--- config.mk ---
export PLATFORM = sky130hd
export DESIGN_NAME = data_bus_fabric_flat
export DESIGN_NICKNAME = d
export VERILOG_FILES = /design/src/rtl/data_bus_fabric_if.sv /design/src/rtl/data_bus_fabric.sv /design/src/flat_wrapper.sv
export SDC_FILE = /design/constraint.sdc
export NUM_CORES = 1
export LEC_CHECK = 0
export BUFFER_PORTS_ARGS = -buffer_cell sky130_fd_sc_hd__buf_2
export CORE_AREA = 2 2 189 191
export CTS_CLUSTER_SIZE = 20
export DETAILED_ROUTE_END_ITERATION = 8
export DIE_AREA = 0 0 191 193
export GPL_TIMING_DRIVEN = 0
export HOLD_SLACK_MARGIN = 0.05
export PLACE_DENSITY = 0.38
export RECOVER_POWER = 50
export SLEW_MARGIN = 20
export SYNTH_ARGS = -nofsm -noshare
export SYNTH_HDL_FRONTEND = slang
export SYNTH_SLANG_ARGS = --single-unit
export TNS_END_PERCENT = 10
--- constraint.sdc ---
create_clock -name clk_i -period 4.75 [get_ports clk_i]
set_input_delay 0.475 -clock clk_i [delete_from_list [all_inputs] [get_ports clk_i]]
set_output_delay 0.475 -clock clk_i [all_outputs]
set_load 0.01 [all_outputs]
--- src/rtl/data_bus_fabric_if.sv ---
// Data-side bus bundle: core LSU port (req/gnt/rvalid) plus the shared slave-side fields.
// The fabric uses the slave modport; the environment (core + slaves) uses master.
interface data_bus_fabric_if #(
    parameter int NUM_SLV = 9
);
    logic                     data_req_i;
    logic                     data_we_i;
    logic [3:0]               data_be_i;
    logic [31:0]              data_addr_i;
    logic [31:0]              data_wdata_i;
    logic                     data_gnt_o;
    logic                     data_rvalid_o;
    logic                     data_err_o;
    logic [31:0]              data_rdata_o;
    logic [NUM_SLV-1:0]       slv_req_o;
    logic                     slv_we_o;
    logic [3:0]               slv_be_o;
    logic [31:0]              slv_addr_o;
    logic [31:0]              slv_wdata_o;
    logic [NUM_SLV-1:0]       slv_rvalid_i;
    logic [32*NUM_SLV-1:0]    slv_rdata_i;

    modport slave (
        input  data_req_i, data_we_i, data_be_i, data_addr_i, data_wdata_i,
        output data_gnt_o, data_rvalid_o, data_err_o, data_rdata_o,
        output slv_req_o, slv_we_o, slv_be_o, slv_addr_o, slv_wdata_o,
        input  slv_rvalid_i, slv_rdata_i
    );

    modport master (
        output data_req_i, data_we_i, data_be_i, data_addr_i, data_wdata_i,
        input  data_gnt_o, data_rvalid_o, data_err_o, data_rdata_o,
        input  slv_req_o, slv_we_o, slv_be_o, slv_addr_o, slv_wdata_o,
        output slv_rvalid_i, slv_rdata_i
    );
endinterface

--- src/rtl/data_bus_fabric.sv ---
// Data-side interconnect: LSU port to NUM_SLV variable-latency slaves, one outstanding transaction.
// Optional response timeout enabled by defining BUS_TIMEOUT_EN.
module data_bus_fabric #(
    parameter int NUM_SLV = 9,
    parameter int MEM_BIT = 16,
    parameter int SEL_LSB = 13,
    parameter int SEL_W   = 3,
    parameter int TIMEOUT = 255
) (
    input  logic               clk_i,
    input  logic               rst_ni,
    data_bus_fabric_if.slave   bus
);
    localparam int SLOT_W = SEL_W + 1;

    localparam logic [1:0] S_IDLE  = 2'd0;
    localparam logic [1:0] S_ISSUE = 2'd1;
    localparam logic [1:0] S_WAIT  = 2'd2;
    localparam logic [1:0] S_RESP  = 2'd3;

    if ((NUM_SLV < 2) || (NUM_SLV > 1 + 2**SEL_W) || (TIMEOUT < 1) || (TIMEOUT > 65535)) begin : g_param_check
        $error("data_bus_fabric: parameter out of range");
    end

    logic [1:0]         r_state;
    logic [NUM_SLV-1:0] r_sel;
    logic               r_we;
    logic [3:0]         r_be;
    logic [31:0]        r_addr;
    logic [31:0]        r_wdata;
    logic [31:0]        r_rdata;
    logic               r_err;

    logic [SLOT_W-1:0]  w_slot;
    logic [NUM_SLV-1:0] w_dec;
    logic               w_unmapped;
    logic               w_accept;
    logic               w_done;
    logic               w_expire;
    logic [31:0]        w_slv_rdata;

    assign w_slot = bus.data_addr_i[MEM_BIT]
                  ? SLOT_W'(1) + SLOT_W'(bus.data_addr_i[SEL_LSB +: SEL_W])
                  : '0;

    // One-hot decode; a slot beyond NUM_SLV matches nothing, which is what marks it unmapped.
    always_comb begin
        w_dec = '0;
        for (int unsigned k = 0; k < NUM_SLV; k++) begin
            w_dec[k] = (32'(w_slot) == k);
        end
    end

    always_comb begin
        w_slv_rdata = '0;
        for (int unsigned k = 0; k < NUM_SLV; k++) begin
            if (r_sel[k]) begin
                w_slv_rdata = w_slv_rdata | bus.slv_rdata_i[32*k +: 32];
            end
        end
    end

    assign w_unmapped = ~|w_dec;
    assign w_accept   = (r_state == S_IDLE) && bus.data_req_i;
    assign w_done     = |(bus.slv_rvalid_i & r_sel);

`ifdef BUS_TIMEOUT_EN
    logic [15:0] r_cnt;

    // Expire on the WAIT cycle whose increment brings the count to TIMEOUT.
    assign w_expire = (r_state == S_WAIT) && (r_cnt == 16'(TIMEOUT - 1));

    always_ff @(posedge clk_i or negedge rst_ni) begin
        if (!rst_ni) begin
            r_cnt <= '0;
        end else if (r_state == S_ISSUE) begin
            r_cnt <= '0;
        end else if (r_state == S_WAIT) begin
            r_cnt <= r_cnt + 16'd1;
        end
    end
`else
    assign w_expire = 1'b0;
`endif

    always_ff @(posedge clk_i or negedge rst_ni) begin
        if (!rst_ni) begin
            r_state <= S_IDLE;
            r_sel   <= '0;
            r_we    <= 1'b0;
            r_be    <= '0;
            r_addr  <= '0;
            r_wdata <= '0;
            r_rdata <= '0;
            r_err   <= 1'b0;
        end else begin
            case (r_state)
                S_IDLE: begin
                    if (w_accept) begin
                        r_we    <= bus.data_we_i;
                        r_be    <= bus.data_be_i;
                        r_addr  <= bus.data_addr_i;
                        r_wdata <= bus.data_wdata_i;
                        r_sel   <= w_dec;
                        if (w_unmapped) begin
                            r_err   <= 1'b1;
                            r_rdata <= '0;
                            r_state <= S_RESP;
                        end else begin
                            r_err   <= 1'b0;
                            r_state <= S_ISSUE;
                        end
                    end
                end
                S_ISSUE, S_WAIT: begin
                    if (w_done) begin
                        r_rdata <= r_we ? '0 : w_slv_rdata;
                        r_err   <= 1'b0;
                        r_state <= S_RESP;
                    end else if (w_expire) begin
                        r_rdata <= 32'hDEADBEEF;
                        r_err   <= 1'b1;
                        r_state <= S_RESP;
                    end else begin
                        r_state <= S_WAIT;
                    end
                end
                default: r_state <= S_IDLE;
            endcase
        end
    end

    // Grant is combinational from the request; gating with reset keeps it low while reset is held.
    assign bus.data_gnt_o    = rst_ni && w_accept;
    assign bus.data_rvalid_o = (r_state == S_RESP);
    assign bus.data_err_o    = (r_state == S_RESP) && r_err;
    assign bus.data_rdata_o  = r_rdata;
    assign bus.slv_req_o     = (r_state == S_ISSUE) ? r_sel : '0;
    assign bus.slv_we_o      = r_we;
    assign bus.slv_be_o      = r_be;
    assign bus.slv_addr_o    = r_addr;
    assign bus.slv_wdata_o   = r_wdata;
endmodule
--- src/flat_wrapper.sv ---
// flat-port wrapper written by rule: the top's interface ports become plain ports
module data_bus_fabric_flat 
#(
    parameter int NUM_SLV = 9,
    parameter int MEM_BIT = 16,
    parameter int SEL_LSB = 13,
    parameter int SEL_W   = 3,
    parameter int TIMEOUT = 255
)
  (clk_i, rst_ni, bus_data_req_i, bus_data_we_i, bus_data_be_i, bus_data_addr_i, bus_data_wdata_i, bus_data_gnt_o, bus_data_rvalid_o, bus_data_err_o, bus_data_rdata_o, bus_slv_req_o, bus_slv_we_o, bus_slv_be_o, bus_slv_addr_o, bus_slv_wdata_o, bus_slv_rvalid_i, bus_slv_rdata_i);
  data_bus_fabric_if #(.NUM_SLV(NUM_SLV)) bus_i ();
  input  logic clk_i;
  input  logic rst_ni;
  input wire logic [$bits(bus_i.data_req_i)-1:0] bus_data_req_i;
  input wire logic [$bits(bus_i.data_we_i)-1:0] bus_data_we_i;
  input wire logic [$bits(bus_i.data_be_i)-1:0] bus_data_be_i;
  input wire logic [$bits(bus_i.data_addr_i)-1:0] bus_data_addr_i;
  input wire logic [$bits(bus_i.data_wdata_i)-1:0] bus_data_wdata_i;
  output wire logic [$bits(bus_i.data_gnt_o)-1:0] bus_data_gnt_o;
  output wire logic [$bits(bus_i.data_rvalid_o)-1:0] bus_data_rvalid_o;
  output wire logic [$bits(bus_i.data_err_o)-1:0] bus_data_err_o;
  output wire logic [$bits(bus_i.data_rdata_o)-1:0] bus_data_rdata_o;
  output wire logic [$bits(bus_i.slv_req_o)-1:0] bus_slv_req_o;
  output wire logic [$bits(bus_i.slv_we_o)-1:0] bus_slv_we_o;
  output wire logic [$bits(bus_i.slv_be_o)-1:0] bus_slv_be_o;
  output wire logic [$bits(bus_i.slv_addr_o)-1:0] bus_slv_addr_o;
  output wire logic [$bits(bus_i.slv_wdata_o)-1:0] bus_slv_wdata_o;
  input wire logic [$bits(bus_i.slv_rvalid_i)-1:0] bus_slv_rvalid_i;
  input wire logic [$bits(bus_i.slv_rdata_i)-1:0] bus_slv_rdata_i;
  assign bus_i.data_req_i = bus_data_req_i;
  assign bus_i.data_we_i = bus_data_we_i;
  assign bus_i.data_be_i = bus_data_be_i;
  assign bus_i.data_addr_i = bus_data_addr_i;
  assign bus_i.data_wdata_i = bus_data_wdata_i;
  assign bus_data_gnt_o = bus_i.data_gnt_o;
  assign bus_data_rvalid_o = bus_i.data_rvalid_o;
  assign bus_data_err_o = bus_i.data_err_o;
  assign bus_data_rdata_o = bus_i.data_rdata_o;
  assign bus_slv_req_o = bus_i.slv_req_o;
  assign bus_slv_we_o = bus_i.slv_we_o;
  assign bus_slv_be_o = bus_i.slv_be_o;
  assign bus_slv_addr_o = bus_i.slv_addr_o;
  assign bus_slv_wdata_o = bus_i.slv_wdata_o;
  assign bus_i.slv_rvalid_i = bus_slv_rvalid_i;
  assign bus_i.slv_rdata_i = bus_slv_rdata_i;
  data_bus_fabric #(.NUM_SLV(NUM_SLV), .MEM_BIT(MEM_BIT), .SEL_LSB(SEL_LSB), .SEL_W(SEL_W), .TIMEOUT(TIMEOUT)) u_core (.clk_i(clk_i), .rst_ni(rst_ni), .bus(bus_i));
endmodule
==> metrics.yaml, run 1 <==
cts.htree.levels: 4
viasPerCell: 4.572
ys_seq_area_frac: 0.4623
die-height_um: 193
crit_fanout: 10
ios: 482
required_ns: 4.28
antenna_found_initial: 9
layout.nets: 1517
vias: 7397
diodes: 0
fp-row-count: 69
core_area_um2: 34960
drtIter0Drc: 539
synthArstFlopShare: 1.000
synth_cells: 643
hold_depth: 3
irDropWorstVdd_mv: 0.2521
finalHoldViolCount: 0
rsz0062_at_grt: "false"
dieArea_um2: 36860
drc: 0
syn_area_um2: 6117
dpl_cell_area_um2: 9134
ys_warn_count: 0
dieWidth_um: 191
ys_ff_latch: 113
cts_sinks: 113
crit_arrival_ns: 2.86
first_pass_iters: 7
synth_top_area_share: 0.4623
critPathCaptureType: "output pin"
hold_start: "bus_data_wdata_i[0]"
layout-drive-gt1-share: 0.4313
grt_use_total: 0.1911
synth_nets: 1016
ys_top_cells_by_area: "dfrtp_1 46%, nand2_1 13%, mux2_4 7.4%, a222oi_1 5.4%, a22o_1 4.7%"
clock.fmax_mhz: 300.1
cts_tree: "built"
synth_top_cell_by_area: "dfrtp_1"
status: "finished, final reports clean"
finish.instance_area_um2: 9708
leakage_nw: 4.917
timing.rr.end: "u_core.bus.data_rdata_o[20]"
max-slew-margin-rel: 0.3155
worst_pin_slew_ns: 1.027
hp-class: "in2reg"
slew_violations: 0
setup_viol: 0
fin_skew_ns: 0.008109
path_clk_slew_ns: 0.06
maxCapViolations: 0
synth_common_cells: "218 x nand2_1, 113 x dfrtp_1, 49 x clkbuf_1"
routed_wl_um: 36770
synth-edff-count: 0
path_class: "reg2out"
cp-start-kind: "register"
ys_types: 37
p_per_area_nw_per_um2: 584.5
initial_core_util: 0.1750
grt_pass1_wl_um: 50100
dp_hpwl_um: 29760
grt_max_degree: 60
gp_congestion: 0.8516
grt-ovfl-total: 0
final.setup.tns_ns: 0
rrSetupSlack_ns: 2.01
synth_most_common_cell: "nand2_1"
synth_ff_type: "dfrtp_1"
area_delta_synth_final_pct: 58.70
cts_buffers: 17
period_share: 0.7015
portBuffers: 480
grt_pass1_vias: 7398
layout_min_cycle_time_ns: 3.332
cts.path.max_buffers: 2
cts_root_buffer: "clkbuf_16"
worst_hold_path.endpoint: "u_core.bus.slv_wdata_o[0]"
r2r-start: "u_core.r_sel[5]"
reg2reg_depth: 6
clock_latency_ns: 0.43
detail_route.wl_per_cell_um: 22.73
drtAntennaViolNets: 0
synth.avg_cell_area_um2: 9.513
[critical path, stage by stage, from the launching register on]
cell and delay (ns):
dfrtp_1 0.33, buf_2 0.27, clkbuf_1 0.80, buf_1 0.67
and2_1 0.22, buf_2 0.13
[power by group]
group	internal [mW]	switching (mW)	total, mW	leakage [nW]
logic	1.07	1.59	2.66	3.15
clock network	0.935	0.490	1.42	0.320
registers	1.37	0.216	1.59	1.45
total	3.38	2.29	5.67	4.92
[area by class of cell]
cell class                      count  area (µm²)
Multi-Input combinational cell    465        3004
Tap cell                          461       576.8
Clock inverter                     13       190.2
Sequential cell                   113        2828
Clock buffer                       19       442.9
Buffer                             59       262.8
Inverter                            6       22.52
Timing Repair Buffer              482        2381
Fill cell                        3890       25260
[worst max path at each step]
stage / from / end / slack (ns) / cells past startpoint
5_1_grt: u_core.r_sel[5] / bus_slv_req_o[5] / 1.40 / 5
3_5_place_dp: u_core.r_sel[5] / bus_slv_req_o[5] / 1.92 / 5
3_3_place_gp: rst_ni / bus_data_gnt_o / 1.03 / 3
4_1_cts: u_core.r_sel[5] / bus_slv_req_o[5] / 1.43 / 5
2_1_floorplan: u_core.r_state[0] / u_core.bus.data_rdata_o[0] / 2.83 / 8
6_report: u_core.r_sel[5] / bus_slv_req_o[5] / 1.42 / 5
[flip-flops by register name, indices dropped and copies added (netlist names)]
signal	cells
u_core.r_err	1
u_core.bus.slv_addr_o	32
u_core.bus.slv_we_o	1
u_core.bus.data_rdata_o	32
u_core.r_state	2
u_core.bus.slv_be_o	4
u_core.bus.slv_wdata_o	32
u_core.r_sel	9
[cells by family after synthesis]
logic type | count (synthesis) | synth area share
AOI/OAI and AO/OA | 186 | 0.2461
adders and majority gates | 4 | 0.008182
buffers and inverters | 65 | 0.04663
muxes | 32 | 0.07732
DFF | 113 | 0.4623
and+or+nand+nor | 243 | 0.1595
[cell usage in the layout, fill, tap and decap left out, types with 2 or more instances in the layout]
| master | instances |
|---|---|
| mux2_4 | 30 |
| a22oi_1 | 35 |
| clkinv_2 | 8 |
| buf_1 | 2 |
| buf_2 | 426 |
| ha_1 | 4 |
| buf_6 | 5 |
| a22o_1 | 33 |
| nand2b_1 | 3 |
| clkbuf_1 | 105 |
| a221oi_1 | 32 |
| a31oi_1 | 32 |
| inv_1 | 6 |
| dfrtp_1 | 113 |
| nand3_1 | 2 |
| bufinv_16 | 5 |
| nand4_1 | 2 |
| nor2_1 | 2 |
| mux2_2 | 2 |
| clkbuf_16 | 17 |
| a222oi_1 | 33 |
| nand2_1 | 218 |
| and2_1 | 11 |
| o21ai_0 | 11 |
[per-layer routing]
layer,track usage,vias to the layer above,part of all wire
met5,0,-,0.0034
met4,0.05993,18,0.019
met3,0.06371,56,0.091
met2,0.3209,389,0.49
met1,0.2309,3533,0.40
li1,-,3401,-
[repair_timing]
item,CTS,global route
setup endpoints to repair,0,0
gates resized for setup,0,0
hold endpoints to repair,57,0
setup buffers,0,0
hold buffers,1,0
[metrics by stage]
stage	hold slack [ns]	setup slack (ns)	util	power [mW]	std cells
global route	0.2005	1.404	0.2777	6.083	1618
finish	0.2288	1.418	0.2777	5.674	1618
floorplan	0.1794	2.833	-	3.155	643
global placement	0.4547	1.027	0.2602	4.335	1584
CTS	0.1991	1.430	0.2796	5.812	1618
detailed placement	0.4584	1.917	0.2612	4.344	1585
Power figures use the tool's default switching activity.
==> inputs of run 2 (changes only) <==
--- a/config.mk
+++ b/config.mk
@@ -12,7 +12,7 @@
 export DIE_AREA = 0 0 191 193
 export GPL_TIMING_DRIVEN = 0
 export HOLD_SLACK_MARGIN = 0.05
-export PLACE_DENSITY = 0.38
+export PLACE_DENSITY = 0.4
 export RECOVER_POWER = 50
 export SLEW_MARGIN = 20
 export SYNTH_ARGS = -nofsm -noshare
==> constraint.sdc (replaced) <==
create_clock -name clk_i -period 3 [get_ports clk_i]
set_input_delay 0.3 -clock clk_i [delete_from_list [all_inputs] [get_ports clk_i]]
set_output_delay 0.3 -clock clk_i [all_outputs]
set_load 0.01 [all_outputs]
==> run 2 against run 1 <==
Compared with the run above: cell count grew 3.8%; sequential power grew 59%; register-to-register slack lost 1.5 ns; die area is the same; critical path depth is the same; highest routed layer unchanged; first-iteration DRC count grew 1.1%; combinational power grew 60%; cell area grew 5.8%; largest cell class is now buffers.
==> metrics.yaml, run 2 (same netlist as run 1, synthesis figures left out) <==
cts_sinks: 113
first_pass_iters: 9
maxCapViolations: 0
grt-ovfl-total: 0
layout_min_cycle_time_ns: 2.914
vias: 7620
dieArea_um2: 36860
cts_root_buffer: "clkbuf_16"
initial_core_util: 0.1750
routed_wl_um: 36140
final_cell_mix: "425 x buf_2, 218 x nand2_1, 113 x dfrtp_1, 104 x clkbuf_1, 60 x dlygate4sd3_1"
rsz0062_at_grt: "false"
whs_ns: 0.07705
crit_arrival_ns: 2.61
area_delta_synth_final_pct: 67.97
dp_hpwl_um: 29000
die-height_um: 193
viasPerCell: 4.538
layout.nets: 1575
post-cts-setup-buffer-count: 0
critPathCaptureType: "output pin"
power_frac_comb: 0.476
clock.fmax_mhz: 343.1
grt_pass1_vias: 7526
finalHoldViolCount: 0
final.setup.tns_ns: 0
p_per_area_nw_per_um2: 868.9
leakage_nw: 5.123
drtAntennaViolNets: 0
dieWidth_um: 191
portBuffers: 480
layout_commonest_cell: "buf_2"
core_area_um2: 34960
fin_skew_ns: 0.01067
internal_power_mw: 5.275
irDropWorstVdd_mv: 0.4387
path_class: "reg2out"
grt_pass1_wl_um: 49810
layout-drive-gt1-share: 0.4097
fp-row-count: 69
p_sw_mw: 3.652
dpl_cell_area_um2: 9134
fin_util: 0.2939
drtIter0Drc: 545
antenna_found_initial: 9
period_share: 0.9714
required_ns: 2.70
status: "finished, final reports clean"
cts.htree.levels: 4
sw_frac_of_total: 0.4091
finalPower_mw: 8.928
max-slew-margin-rel: 0.3628
ios: 482
cp-start-kind: "register"
power_frac_seq: 0.283
clock_latency_ns: 0.44
grt_use_total: 0.1879
finish.instance_area_um2: 10270
clockPowerShare: 0.241
hp-class: "in2reg"
cts_tree: "built"
cts_buffers: 17
worst_pin_slew_ns: 0.9558
drc: 0
cts.path.max_buffers: 2
setup_viol: 0
crit_fanout: 10
gp_congestion: 0.8838
grt_max_degree: 60
slew_violations: 0
detail_route.wl_per_cell_um: 21.53
path_clk_slew_ns: 0.05
==> run 2: worst paths after layout <==
check / start / to / slack (ns) / cells past startpoint
worst max register to register: u_core.r_sel[4] / u_core.bus.data_rdata_o[7] / 0.47 / 6
worst max-delay path: u_core.r_sel[4] / bus_slv_req_o[4] / 0.09 / 5
worst min-delay path: bus_data_addr_i[18] / u_core.bus.slv_addr_o[18] / 0.08 / 3
worst min register to register: u_core.bus.slv_wdata_o[8] / u_core.bus.slv_wdata_o[8] / 0.47 / 2
min in group asynchronous: rst_ni / u_core.bus.slv_wdata_o[12] / 0.41 / 2
max in group asynchronous: rst_ni / u_core.bus.slv_wdata_o[4] / 1.89 / 3
==> run 2: worst max-delay path: stages, from the launching register on <==
cell	delay (ns)
dfrtp_1	0.33
buf_6	0.16
clkbuf_1	0.58
buf_1	0.73
and2_1	0.24
buf_2	0.14
==> run 2: metal layers <==
metal  global-route usage  wire length, µm
met1               0.2273            14380
met5                    0               50
met3              0.05557             3195
met4              0.06082              589
met2               0.3200            17930
==> run 2: power by group through the flow <==
stage	clock, mW	sequential (mW)	combinational, mW
3_5_place_dp	0	2.53	4.36
3_3_place_gp	0	2.52	4.36
2_1_floorplan	0	2.80	2.20
6_report	2.15	2.53	4.25
4_1_cts	2.21	2.53	4.42
5_1_grt	2.27	2.61	4.68
==> run 2: through the flow <==
stage          cells  worst slack [ns]
2_1_floorplan    643             1.083
6_report        1679           0.08565
4_1_cts         1674           0.02261
3_3_place_gp    1584           -0.3467
5_1_grt         1677          0.009704
3_5_place_dp    1585            0.4106
==> run 2: area by class of cell <==
| type | count | area [µm²] |
|---|---|---|
| repair buffers | 541 | 2970 |
| plain buffers | 58 | 259.0 |
| fillers | 3841 | 24690 |
| inverters | 6 | 22.52 |
| flip-flops and latches | 113 | 2828 |
| multi-input cells | 465 | 3004 |
| clock buffers | 20 | 466.7 |
| clock inverters | 10 | 135.1 |
| diodes | 5 | 12.51 |
| well taps | 461 | 576.8 |
==> run 2: what timing repair did <==
action / CTS / global route
hold buffers: 60 / 0
endpoints found under the hold margin: 117 / 0
gates resized for setup: 0 / 0
endpoints found under the setup margin: 1 / 0
